**src/rtl/reset_seq_pkg.sv**
```systemverilog
// Shared types and width helpers for the staggered reset release sequencer.
package reset_seq_pkg;

  typedef enum logic [2:0] {
    S_ASSERT  = 3'd0,
    S_SYNC    = 3'd1,
    S_HOLD    = 3'd2,
    S_RELEASE = 3'd3,
    S_DONE    = 3'd4
  } state_t;

  // Width of the shared hold/stagger counter: wide enough for the larger count.
  function automatic int cnt_w(input int hold_cycles, input int stagger);
    int m;
    m = (hold_cycles > stagger) ? hold_cycles : stagger;
    return (m < 1) ? 1 : $clog2(m + 1);
  endfunction

  function automatic int idx_w(input int num_out);
    return (num_out < 1) ? 1 : $clog2(num_out + 1);
  endfunction

endpackage

```
**src/rtl/reset_release_seq_sync.sv**
```systemverilog
// Async-clear, sync-release chain for the deassertion edge of rst.
module reset_sync #(
  parameter int STAGES = 2
) (
  input  logic clk,
  input  logic rst,
  output logic sync_pre,
  output logic sync_out
);

  logic [STAGES-1:0] chain;

  always_ff @(posedge clk or posedge rst) begin
    if (rst) begin
      chain <= '0;
    end else begin
      chain <= {chain[STAGES-2:0], 1'b1};
    end
  end

  // sync_pre is the value the last stage loads on the coming edge.
  assign sync_pre = chain[STAGES-2];
  assign sync_out = chain[STAGES-1];

endmodule

```
**src/rtl/reset_release_seq.sv**
```systemverilog
// Reset sequencer: immediate assertion, synchronized release, programmable hold,
// then staggered per-output deassertion; also handles software reset requests.
module reset_release_seq
  import reset_seq_pkg::*;
#(
  parameter int SYNC_STAGES = 2,
  parameter int HOLD_CYCLES = 8,
  parameter int NUM_OUT     = 3,
  parameter int STAGGER     = 4
) (
  input  logic               clk,
  input  logic               rst,
  input  logic               sw_rst_req,
  output logic               sw_rst_ack,
  output logic [NUM_OUT-1:0] rst_n_out,
  output logic               ready
);

  localparam int CW = cnt_w(HOLD_CYCLES, STAGGER);
  localparam int IW = idx_w(NUM_OUT);
  localparam logic [CW-1:0] HOLD_LAST = CW'(HOLD_CYCLES - 1);
  localparam logic [CW-1:0] STAG_LAST = CW'(STAGGER - 1);
  localparam logic [IW-1:0] IDX_LAST  = IW'(NUM_OUT - 1);
  localparam logic [NUM_OUT-1:0] ONE  = NUM_OUT'(1);

  state_t        state;
  logic [CW-1:0] cnt;
  logic [IW-1:0] idx;
  logic          sync_pre;
  logic          sync_out;
  logic          sw_accept;

  function automatic logic [CW-1:0] sat_inc(input logic [CW-1:0] v);
    return (v == {CW{1'b1}}) ? v : v + 1'b1;
  endfunction

  reset_sync #(
    .STAGES(SYNC_STAGES)
  ) u_sync (
    .clk     (clk),
    .rst     (rst),
    .sync_pre(sync_pre),
    .sync_out(sync_out)
  );

  // Requests only count once the synchronized release has happened.
  assign sw_accept = sw_rst_req &&
                     ((state == S_HOLD) || (state == S_RELEASE) || (state == S_DONE));

  always_ff @(posedge clk or posedge rst) begin
    if (rst) begin
      state      <= S_ASSERT;
      cnt        <= '0;
      idx        <= '0;
      rst_n_out  <= '0;
      ready      <= 1'b0;
      sw_rst_ack <= 1'b0;
    end else begin
      sw_rst_ack <= 1'b0;
      if (sw_accept) begin
        state      <= S_HOLD;
        cnt        <= '0;
        idx        <= '0;
        rst_n_out  <= '0;
        ready      <= 1'b0;
        sw_rst_ack <= 1'b1;
      end else begin
        case (state)
          S_ASSERT: state <= S_SYNC;
          S_SYNC: begin
            // Leave on the edge where the last synchronizer stage becomes 1.
            if (sync_pre || sync_out) begin
              state <= S_HOLD;
              cnt   <= '0;
            end
          end
          S_HOLD: begin
            if (cnt == HOLD_LAST) begin
              rst_n_out[0] <= 1'b1;
              cnt          <= '0;
              if (NUM_OUT == 1) begin
                state <= S_DONE;
              end else begin
                idx   <= IW'(1);
                state <= S_RELEASE;
              end
            end else begin
              cnt <= sat_inc(cnt);
            end
          end
          S_RELEASE: begin
            if (cnt == STAG_LAST) begin
              rst_n_out <= rst_n_out | (ONE << idx);
              cnt       <= '0;
              if (idx >= IDX_LAST) begin
                state <= S_DONE;
              end else begin
                idx <= idx + 1'b1;
              end
            end else begin
              cnt <= sat_inc(cnt);
            end
          end
          S_DONE:  ready <= 1'b1;
          default: state <= S_ASSERT;
        endcase
      end
    end
  end

endmodule
```
**config.mk**
```make
export PLATFORM = sky130hd
export DESIGN_NAME = reset_release_seq
export DESIGN_NICKNAME = d
export VERILOG_FILES = /design/src/rtl/reset_seq_pkg.sv /design/src/rtl/reset_release_seq_sync.sv /design/src/rtl/reset_release_seq.sv
export SDC_FILE = /design/constraint.sdc
export NUM_CORES = 1
export LEC_CHECK = 0
export CAP_MARGIN = 5
export CELL_PAD_IN_SITES_DETAIL_PLACEMENT = 0
export CELL_PAD_IN_SITES_GLOBAL_PLACEMENT = 1
export CORE_UTILIZATION = 46
export CTS_BUF_LIST = sky130_fd_sc_hd__clkbuf_4
export CTS_CLUSTER_SIZE = 30
export DETAILED_ROUTE_END_ITERATION = 10
export PLACE_DENSITY = 0.92
export SKIP_CTS_REPAIR_TIMING = 1
export SLEW_MARGIN = 0
export SYNTH_ARGS = -nofsm -noshare
export SYNTH_HDL_FRONTEND = slang
export SYNTH_HIERARCHICAL = 1
export SYNTH_SLANG_ARGS = --single-unit
```
**constraint.sdc**
```tcl
create_clock -name clk -period 1.5 [get_ports clk]
set_input_delay 0.3 -clock clk [delete_from_list [all_inputs] [get_ports clk]]
set_output_delay 0.3 -clock clk [all_outputs]
set_load 0.01 [all_outputs]
```
### Word-level counts from Yosys, hierarchy flattened

Index checks and enable logic that the tools add are counted.

* input port bits: 3
* logic and storage cells: 66
* output and inout bits: 5
* flip-flop bits (word level): 16

* equality and inequality tests: 13
* order comparisons: 1
* add/sub/neg operators: 2
* mux-type cells: 25
* reduce and logical (&&, ||, !) cells: 15
* shift-type cells: 1
* bitwise operators: 1

Operators with widths (count)
* $mux 3: 7
* $mux 4: 5
* $pmux 3 s5: 1
* $pmux 4 s3: 1
* $mux 2: 5
* $ne 3x2->1 const B: 3
* $eq 3x2->1 const B: 2
* $ne 3x3->1 const B: 2
* $reduce_bool 2->1: 3
* $reduce_and 5->1: 1
* $add 4x1->4 const B: 1
* $eq 4x2->1 const B: 1
* $eq 4x3->1 const B: 1
* $eq 4x4->1 const B: 1
* $mux 1: 4
* $pmux 2 s2: 1
* $reduce_and 2->1: 2
* $reduce_and 4->1: 1
* $reduce_bool 4->1: 1
* $eq 3x1->1 const B: 1
* $eq 3x3->1 const B: 1
* $logic_not 3->1: 1
* $logic_or 1x1->1: 3
* $or 3x3->3: 1
* other kinds (8): 8

### Depth between registers and ports, before layout

Gate-level depths: netlist (run 1).

* depth after elaboration: 6
* mapped depth: 6
* gate-level depth less buffers: 6

### Hierarchy

The synthesis (run 1) kept the hierarchy.

By module, submodules not included
* reset_release_seq: cells each 94, instances 1, sequential area each 350.3 um2, area each 887.1 um2
* reset_sync: cells each 4, instances 1, sequential area each 50.0 um2, area each 57.6 um2

### Worst setup path after synthesis (run 1)

Ideal clock, no wire load.

* path kind: flip-flop to flip-flop
* from: reg cnt[0]
* to: reg idx[0]
* period minus slack after synthesis: 1.409 ns
* data arrival time: 1.290 ns
* library setup time: 0.119 ns
* slack: 0.091 ns
* data required time: 1.381 ns
* stages on the path, launching flop included: 7
* path buffers: 1
* path through: dfrtp_1 -> ha_1 -> nand2b_1 -> buf_2 -> nor4_2 -> o32a_1 -> o21ai_2

* word-level cells in the longest chain between the ends: 3
* elaborated cells between the ends (all ways): 5
* those cells by class: eq/ne: 4; reduce/logical: 1

Ends and longest elaborated chain
* start, declared: RTL line reset_release_seq.sv:27 `logic [CW-1:0] cnt;`
* start signal, assigned: RTL line reset_release_seq.sv:88 `cnt <= sat_inc(cnt);`
* start signal, assigned: RTL line reset_release_seq.sv:101 `cnt <= sat_inc(cnt);`
* $eq 4x2->1 or $eq 4x3->1 (tied branches): RTL line reset_release_seq.sv:92, reset_release_seq.sv:78
* $ne 3x2->1 (no source line)
* $reduce_and 4->1 (no source line) (*)
* end signal, assigned: RTL line reset_release_seq.sv:98 `idx <= idx + 1'b1;`
* end, declared: RTL line reset_release_seq.sv:28 `logic [IW-1:0] idx;`

Every way passes the cells marked *; elsewhere a longest branch is shown, timed or not.
A chain may end at the register's enable or synchronous reset.

### Worst setup path after layout (run 1)

* from: reg sw_rst_ack
* to: out sw_rst_ack

RTL lines
* start, declared: RTL line reset_release_seq.sv:14 `output logic sw_rst_ack,`
* start signal, assigned: RTL line reset_release_seq.sv:57 `sw_rst_ack <= 1'b0;`
* start signal, assigned: RTL line reset_release_seq.sv:59 `sw_rst_ack <= 1'b0;`
* start signal, assigned: RTL line reset_release_seq.sv:66 `sw_rst_ack <= 1'b1;`

No word-level cell between the ends.

==> impl_metrics.ini, run 1 <==
[outcome]
status = complete, no violations

[synth]
ys_ff_latch = 16
syn-instance-count = 98
synth.cell_area_um2 = 944.7
yosysSeqAreaShare_pct = 42.38
yosysTopAreaCell = dfrtp_1
synth_nets = 105
yosysTopAreaCellShare_pct = 42.38
yosys.cell_types.count = 39
synth_edf_count = 0
yosys_warnings = 6
syn_avg_cell_area_um2 = 9.639
synth-main-ff-cell = dfrtp_1
yosys-top-cells-area = dfrtp_1, ha_1, a21oi_1
ys_async_sr_fraction_pct = 100.0

[power]
leakage_nw = 0.6100
power.share.clock_pct = 12.0
pwr-share-comb_pct = 52.4
p_sw_share_pct = 39.76
cellInternalPower_w = 0.001101
ir_drop_mv = 0.8386
p_per_area_mw_per_mm2 = 1489
p_seq_share_pct = 35.5
net-switching-power_w = 0.0007267

[floorplanning]
io_pins = 8
die_x_um = 47.32
fp-row-count = 16
coreArea_mm2 = 0.001942
die_area_mm2 = 0.002239
start_util_pct = 48.65
die_y_um = 47.32

[worst_setup_path]
worstReg2RegEnd = state[0]
crit_type = reg -> out
path_max_fanout = 1
end_kind = output pin
startpoint = sw_rst_ack
setup.worst_path.start_class = flip-flop
slowest_stage = clkdlybuf4s50_1
reg2reg_from = cnt[0]
cpPeakStageDelay_ns = 0.52
cp_top_family = buffers and inverters
path_buf_inv = 1
worstPathArrival_ns = 1.13
rr_worst_depth = 6
required_ns = 1.20
reg2reg_slack_ns = 0.07
path_cells = clkdlybuf4s50_1

[cells_and_area]
nNetsFinal = 131
n_antenna_cell = 0
fin_util_pct = 63.21
num-fill-cells = 161
layout_common_cells = buf_4, dfrtp_1, a21oi_1
areaGrowthSynthToFinish_pct = 29.93
layout-drive-gt1-share_pct = 29.51
final_common_cell = buf_4

[grt]
grt_max_degree = 15
grt_pass1_vias = 707
grt_pass1_wl_um = 3001
grt.overflow.total = 0
grtUsageTotal_pct = 19.29
grt_antenna_before_repair = 0

[timing]
fin_crit_ns = 1.432
hold_viol = 0
fmax_mhz = 698.1
tns_ns = 0
finalCritPeriodShare_pct = 95.49
skew_ns = 0.003962
setup_viol = 0
drv_slew = 0

[cts]
clock-root-buffer = clkbuf_4
path_clk_slew_ns = 0.09
clockBufferDepth = 2
cts.sinks = 16
htree_levels = 1
cts_inserted_buffers = 3
cts_tree = built
clock_latency_ns = 0.28

[drt]
routedWlPerCell_um = 13.60
route.vias.total = 794
vias_per_cell = 5.329
ant_nets = 0
drt_wl_total_um = 2026
drc = 0
drtIter0Drc = 29
dr.pass1.iters = 4

[flow_run]
max_cap_viol_count = 0

[place]
io_buffers = 7
dp_hpwl_um = 1512
globalplace.congestion = 0.8480

[worst_hold_path]
hold_path.class = in -> async
==> state kept, by name (all words and copies together), names as in the netlist <==
name,flops
u_sync/chain,2
ready,1
idx,2
sw_rst_ack,1
rst_n_out,3
cnt,4
state,3
==> area by class of cell <==
type / count / area, µm² / share of cell area (%)
multi-input cells: 69 / 513.0 / 41.79
flip-flops and latches: 16 / 401.6 / 32.72
repair buffers: 27 / 230.2 / 18.76
well taps: 27 / 33.78 / 2.752
inverters: 7 / 26.28 / 2.141
clock buffers: 3 / 22.52 / 1.835
==> cell usage after synthesis (2+ instances only) <==
cell / instances
nand2_1: 5
nor3b_1: 2
a21oi_1: 8
nor3_1: 4
inv_1: 7
o22ai_1: 2
ha_1: 4
nor2b_1: 3
a21o_1: 2
nand3_1: 3
o21ai_0: 4
dfrtp_1: 16
o31ai_1: 2
nor2_1: 8
buf_2: 3
buf_4: 2
==> worst max path at each step <==
stage                      end  slack, ns  cells past startpoint
floorplan               idx[0]       0.09                      6
global placement        cnt[0]      -0.13                      5
detailed placement      cnt[0]      -0.22                      5
CTS                     cnt[0]      -0.04                      4
global route          state[0]      -0.02                      6
finish              sw_rst_ack       0.07                      1
==> kinds of logic (layout without fill, tap and decap cells) <==
| kind of cell | Yosys count | in the layout | share of synthesized area [%] |
|---|---|---|---|
| compound gates | 30 | 30 | 22.65 |
| xor+xnor | 1 | 1 | 1.722 |
| fa+ha+maj | 4 | 4 | 5.298 |
| buf+inv | 13 | 37 | 7.152 |
| flops | 16 | 16 | 42.38 |
| other cells | 1 | 1 | 0.3970 |
| simple gates | 33 | 33 | 20.40 |
==> per-layer routing <==
| layer | global-route usage, % | up-vias | part of all wire, % |
|---|---|---|---|
| met1 | 26.67 | 378 | 46 |
| li1 | - | 400 | - |
| met4 | 6.857 | 0 | 1.3 |
| met2 | 30.96 | 12 | 50 |
| met5 | 0 | - | 0 |
| met3 | 2.308 | 4 | 2.5 |
==> power by group through the flow <==
stage               clock (W)  combinational, W  sequential, W
floorplan                   0          0.000585       0.000607
global placement            0          0.000862       0.000636
detailed placement          0          0.000888       0.000639
CTS                  0.000224          0.000893       0.000630
global route         0.000243           0.00105       0.000667
finish               0.000220          0.000958       0.000650
==> through the flow <==
step / hold WS, ns / worst slack [ns] / power (W) / area, µm² / cells
CTS: 0.1849 / -0.03727 / 0.001747 / 1180 / 149
finish: 0.1911 / 0.06763 / 0.001828 / 1227 / 149
global route: 0.2118 / -0.01891 / 0.001960 / 1227 / 149
global placement: 0.3848 / -0.1339 / 0.001498 / 1157 / 146
detailed placement: 0.3965 / -0.2207 / 0.001528 / 1157 / 146
floorplan: 0.04118 / 0.09131 / 0.001192 / 944.7 / 98
(Power assumes the default switching activity.)
==> run 2: changes to the inputs <==
--- a/config.mk
+++ b/config.mk
@@ -13,9 +13,11 @@
 export CTS_CLUSTER_SIZE = 30
 export DETAILED_ROUTE_END_ITERATION = 10
 export PLACE_DENSITY = 0.92
+export RECOVER_POWER = 50
 export SKIP_CTS_REPAIR_TIMING = 1
 export SLEW_MARGIN = 0
 export SYNTH_ARGS = -nofsm -noshare
 export SYNTH_HDL_FRONTEND = slang
 export SYNTH_HIERARCHICAL = 1
 export SYNTH_SLANG_ARGS = --single-unit
+export TNS_END_PERCENT = 1
==> run 2 against run 1 <==
Against the previous run: sequential share of layout area up 0.10 points; largest cell class unchanged; highest routed layer unchanged; sequential power about the same; core utilization down 0.19 points.
==> impl_metrics.ini, run 2 (synthesis results as in run 1) <==
[outcome]
status = complete, no violations

[cells_and_area]
max_flop_register = cnt
n_antenna_cell = 0
nNetsFinal = 131
fin_util_pct = 63.02
areaGrowthSynthToFinish_pct = 29.54
largest_reg_flops = 4
layout_common_cells = buf_4, dfrtp_1, a21oi_1
final_common_cell = buf_4
reg_top3 = cnt x4, rst_n_out x3, state x3
layout-drive-gt1-share_pct = 28.69

[worst_setup_path]
cp_top_family = buffers and inverters
setup.worst_path.start_class = flip-flop
reg2reg_slack_ns = 0.07
reg2reg_from = cnt[2]
path_cells = clkdlybuf4s50_1
rr_worst_depth = 4
slowest_stage = clkdlybuf4s50_1
path_max_fanout = 1
worstReg2RegEnd = idx[0]
end_kind = output pin
path_buf_inv = 1
required_ns = 1.20
crit_type = reg -> out
worstPathArrival_ns = 1.13
cpPeakStageDelay_ns = 0.52

[cts]
htree_levels = 1
path_clk_slew_ns = 0.09
clock_latency_ns = 0.28
clockBufferDepth = 2
cts_inserted_buffers = 3
cts_tree = built
cts.sinks = 16
clock-root-buffer = clkbuf_4

[grt]
grt_pass1_wl_um = 3001
grt.overflow.total = 0
grt_antenna_before_repair = 0
grt_max_degree = 15
grtUsageTotal_pct = 19.29
grt_pass1_vias = 707

[floorplanning]
die_x_um = 47.32
coreArea_mm2 = 0.001942
io_pins = 8
die_y_um = 47.32
die_area_mm2 = 0.002239
start_util_pct = 48.65
fp-row-count = 16

[drt]
ant_nets = 0
dr.pass1.iters = 4
route.vias.total = 800
drt_wl_total_um = 2052
drtIter0Drc = 23
routedWlPerCell_um = 13.77
vias_per_cell = 5.369
drc = 0

[flow_run]
max_cap_viol_count = 0

[timing]
drv_slew = 0
hold_ws_ns = 0.3240
setup_viol = 0
fmax_mhz = 697.2
tns_ns = 0
finalCritPeriodShare_pct = 95.62
skew_ns = 0.004965
hold_viol = 0
max-slew-margin-rel_pct = 48.10
tightest_slew_ns = 0.7785
fin_crit_ns = 1.434

[power]
p_per_area_mw_per_mm2 = 1495
ir_drop_mv = 0.8416
leakage_nw = 0.6068
total_power_w = 0.001829

[place]
io_buffers = 7
dp_hpwl_um = 1512
globalplace.congestion = 0.8480

[worst_hold_path]
hold_path.class = in -> async
==> run 2: where the power goes <==
part / total, W / internal [W] / switching (W)
Clock: 0.000222 / 0.0000931 / 0.000129
Sequential: 0.000650 / 0.000526 / 0.000123
Combinational: 0.000957 / 0.000480 / 0.000477
Total: 0.00183 / 0.00110 / 0.000729
==> run 2: area by class of cell <==
type / count / area (µm²)
clock buffers: 3 / 22.52
fillers: 163 / 718.2
inverters: 7 / 26.28
multi-input cells: 69 / 513.0
flip-flops and latches: 16 / 401.6
well taps: 27 / 33.78
repair buffers: 27 / 226.5
==> run 2: layer usage <==
metal  wire (µm)  global-route usage, %  vias up  share of wire, %
li1            -                      -      399                 -
met1         949                  26.67      385                46
met2        1035                  30.96       12                50
met3          39                  2.308        4               1.9
met4          27                  6.857        0               1.3
met5           0                      0        -                 0
==> run 2: worst max path at each step <==
stage / startpoint / end / slack, ns / cells after the start
finish: sw_rst_ack / sw_rst_ack / 0.07 / 1
CTS: state[0] / cnt[0] / -0.04 / 4
floorplan: cnt[0] / idx[0] / 0.09 / 6
detailed placement: sw_rst_req / cnt[0] / -0.22 / 5
global placement: sw_rst_req / cnt[0] / -0.13 / 5
global route: idx[0] / state[0] / -0.02 / 6
==> run 2: metrics by stage <==
stage	cell area, µm²	worst slack (ns)	cells
floorplan	944.7	0.09131	98
global placement	1157	-0.1339	146
detailed placement	1157	-0.2207	146
CTS	1180	-0.03727	149
global route	1224	-0.01776	149
finish	1224	0.06563	149
==> run 3: changes to the inputs <==
--- a/config.mk
+++ b/config.mk
@@ -12,8 +12,10 @@
 export CTS_BUF_LIST = sky130_fd_sc_hd__clkbuf_4
 export CTS_CLUSTER_SIZE = 30
 export DETAILED_ROUTE_END_ITERATION = 10
+export GPL_ROUTABILITY_DRIVEN = 0
 export PLACE_DENSITY = 0.92
 export RECOVER_POWER = 50
+export REMOVE_ABC_BUFFERS = 1
 export SKIP_CTS_REPAIR_TIMING = 1
 export SLEW_MARGIN = 0
 export SYNTH_ARGS = -nofsm -noshare
==> run 3 against run 2 <==
Against the previous run: clock power rose by 3%; final cell count rose by 0.67%; cell area up 0.51%; sequential power is 3.4% lower; count of clock-buffer cells in the layout did not move; fmax shrank 0.40%; first-iteration DRC count is 65% lower; via count rose by 0.63%; wire length grew 0.39%; die area is the same.
==> impl_metrics.ini, run 3 (synthesis results as in run 1) <==
[cells_and_area]
seqCellArea_um2 = 401.6
layout_common_cells = buf_4, dfrtp_1, nor2_1, a21oi_1, inv_1
final_common_cell = buf_4
n_antenna_cell = 0
num-fill-cells = 164
areaGrowthSynthToFinish_pct = 30.20
stdcell_count = 150
reg_top3 = cnt x4, rst_n_out x3, state x3
max_flop_register = cnt
multi_input_area_um2 = 515.5
nNetsFinal = 131
largest_reg_flops = 4
layout-drive-gt1-share_pct = 27.64

[timing]
rsz0062_at_grt = true
fin_crit_ns = 1.440
skew_ns = 0.003907
max-slew-margin-rel_pct = 47.39
drv_slew = 0
fin_ws_ns = 0.05983
tightest_slew_ns = 0.7891
fmax_mhz = 694.4
hold_viol = 0
finalCritPeriodShare_pct = 96.01
setup_viol = 0

[cts]
clock-root-buffer = clkbuf_4
clockBufferDepth = 2
cts.sinks = 16
path_clk_slew_ns = 0.09
cts_tree = built
htree_levels = 1
clock_latency_ns = 0.28
cts_inserted_buffers = 3

[worst_setup_path]
cp_top_family = buffers and inverters
required_ns = 1.20
worstReg2RegEnd = cnt[0]
rr_worst_depth = 6
reg2reg_slack_ns = 0.06
path_max_fanout = 1
setup.worst_path.start_class = flip-flop
path_cells = clkdlybuf4s50_1
end_kind = output pin
crit_type = reg -> out
cpPeakStageDelay_ns = 0.52
slowest_stage = clkdlybuf4s50_1
path_buf_inv = 1
reg2reg_from = cnt[1]
worstPathArrival_ns = 1.14

[flow_run]
max_cap_viol_count = 0

[grt]
grtUsageTotal_pct = 19.92
grt_pass1_vias = 724
grt_pass1_wl_um = 3029
grt.overflow.total = 0
grt_antenna_before_repair = 0
grt_max_degree = 15

[floorplanning]
die_x_um = 47.32
coreArea_mm2 = 0.001942
die_y_um = 47.32
fp-row-count = 16
start_util_pct = 48.65
io_pins = 8
die_area_mm2 = 0.002239

[power]
p_per_area_mw_per_mm2 = 1506
leakage_nw = 0.6102
ir_drop_mv = 1.014

[place]
dp_slack_ns = -0.1788
dp_hpwl_um = 1530
dp.cells = 146
io_buffers = 7

[outcome]
status = complete, no violations

[drt]
ant_nets = 0
drc = 0
vias_per_cell = 5.367
route.vias.total = 805
routedWlPerCell_um = 13.73
dr.pass1.iters = 4
drtIter0Drc = 8
drt_wl_total_um = 2060

[worst_hold_path]
hold_path.class = in -> async
-- run 3: how the worst max path moves through the flow --
stage,start,end,slack (ns),cells after the start
after floorplan,cnt[0],idx[0],0.06,5
after global placement,sw_rst_req,cnt[0],-0.13,5
after detailed placement,sw_rst_req,cnt[1],-0.18,6
after CTS,cnt[1],cnt[0],-0.03,6
after global routing,state[2],cnt[0],-0.005,5
final,sw_rst_ack,sw_rst_ack,0.06,1
-- run 3: through the flow --
step | area (µm²) | utilization, % | setup TNS, ns | hold WS (ns) | power (W)
3_3_place_gp | 1157 | 59.60 | -0.6653 | 0.3845 | 0.001502
3_5_place_dp | 1157 | 59.60 | -0.9439 | 0.3927 | 0.001546
4_1_cts | 1184 | 60.95 | -0.06981 | 0.1882 | 0.001785
5_1_grt | 1230 | 63.34 | -0.007109 | 0.3419 | 0.001976
6_report | 1230 | 63.34 | 0 | 0.3263 | 0.001852
2_1_floorplan | 903.4 | - | 0 | 0.04118 | 0.001136
-- run 3: routing by layer --
layer	vias up	GRT usage, %	routed length, µm
met3	2	2.308	32
met4	0	8.571	14
met5	-	0	0
met1	401	25.71	923
li1	396	-	-
met2	6	33.42	1088
-- run 3: power by group --
group | switching, W | total [W] | internal [W]
sequential | 0.000101 | 0.000628 | 0.000527
clock | 0.000132 | 0.000228 | 0.0000964
combinational | 0.000512 | 0.000995 | 0.000483
-- run 3: layout make-up --
| type | count | share of cell area (%) |
|---|---|---|
| inverter | 7 | 2.136 |
| multi-input combinational | 69 | 41.91 |
| timing repair buffer | 27 | 18.41 |
| sequential | 16 | 32.66 |
| clock inverter | 1 | 0.3052 |
| tap | 27 | 2.747 |
| clock buffer | 3 | 1.831 |
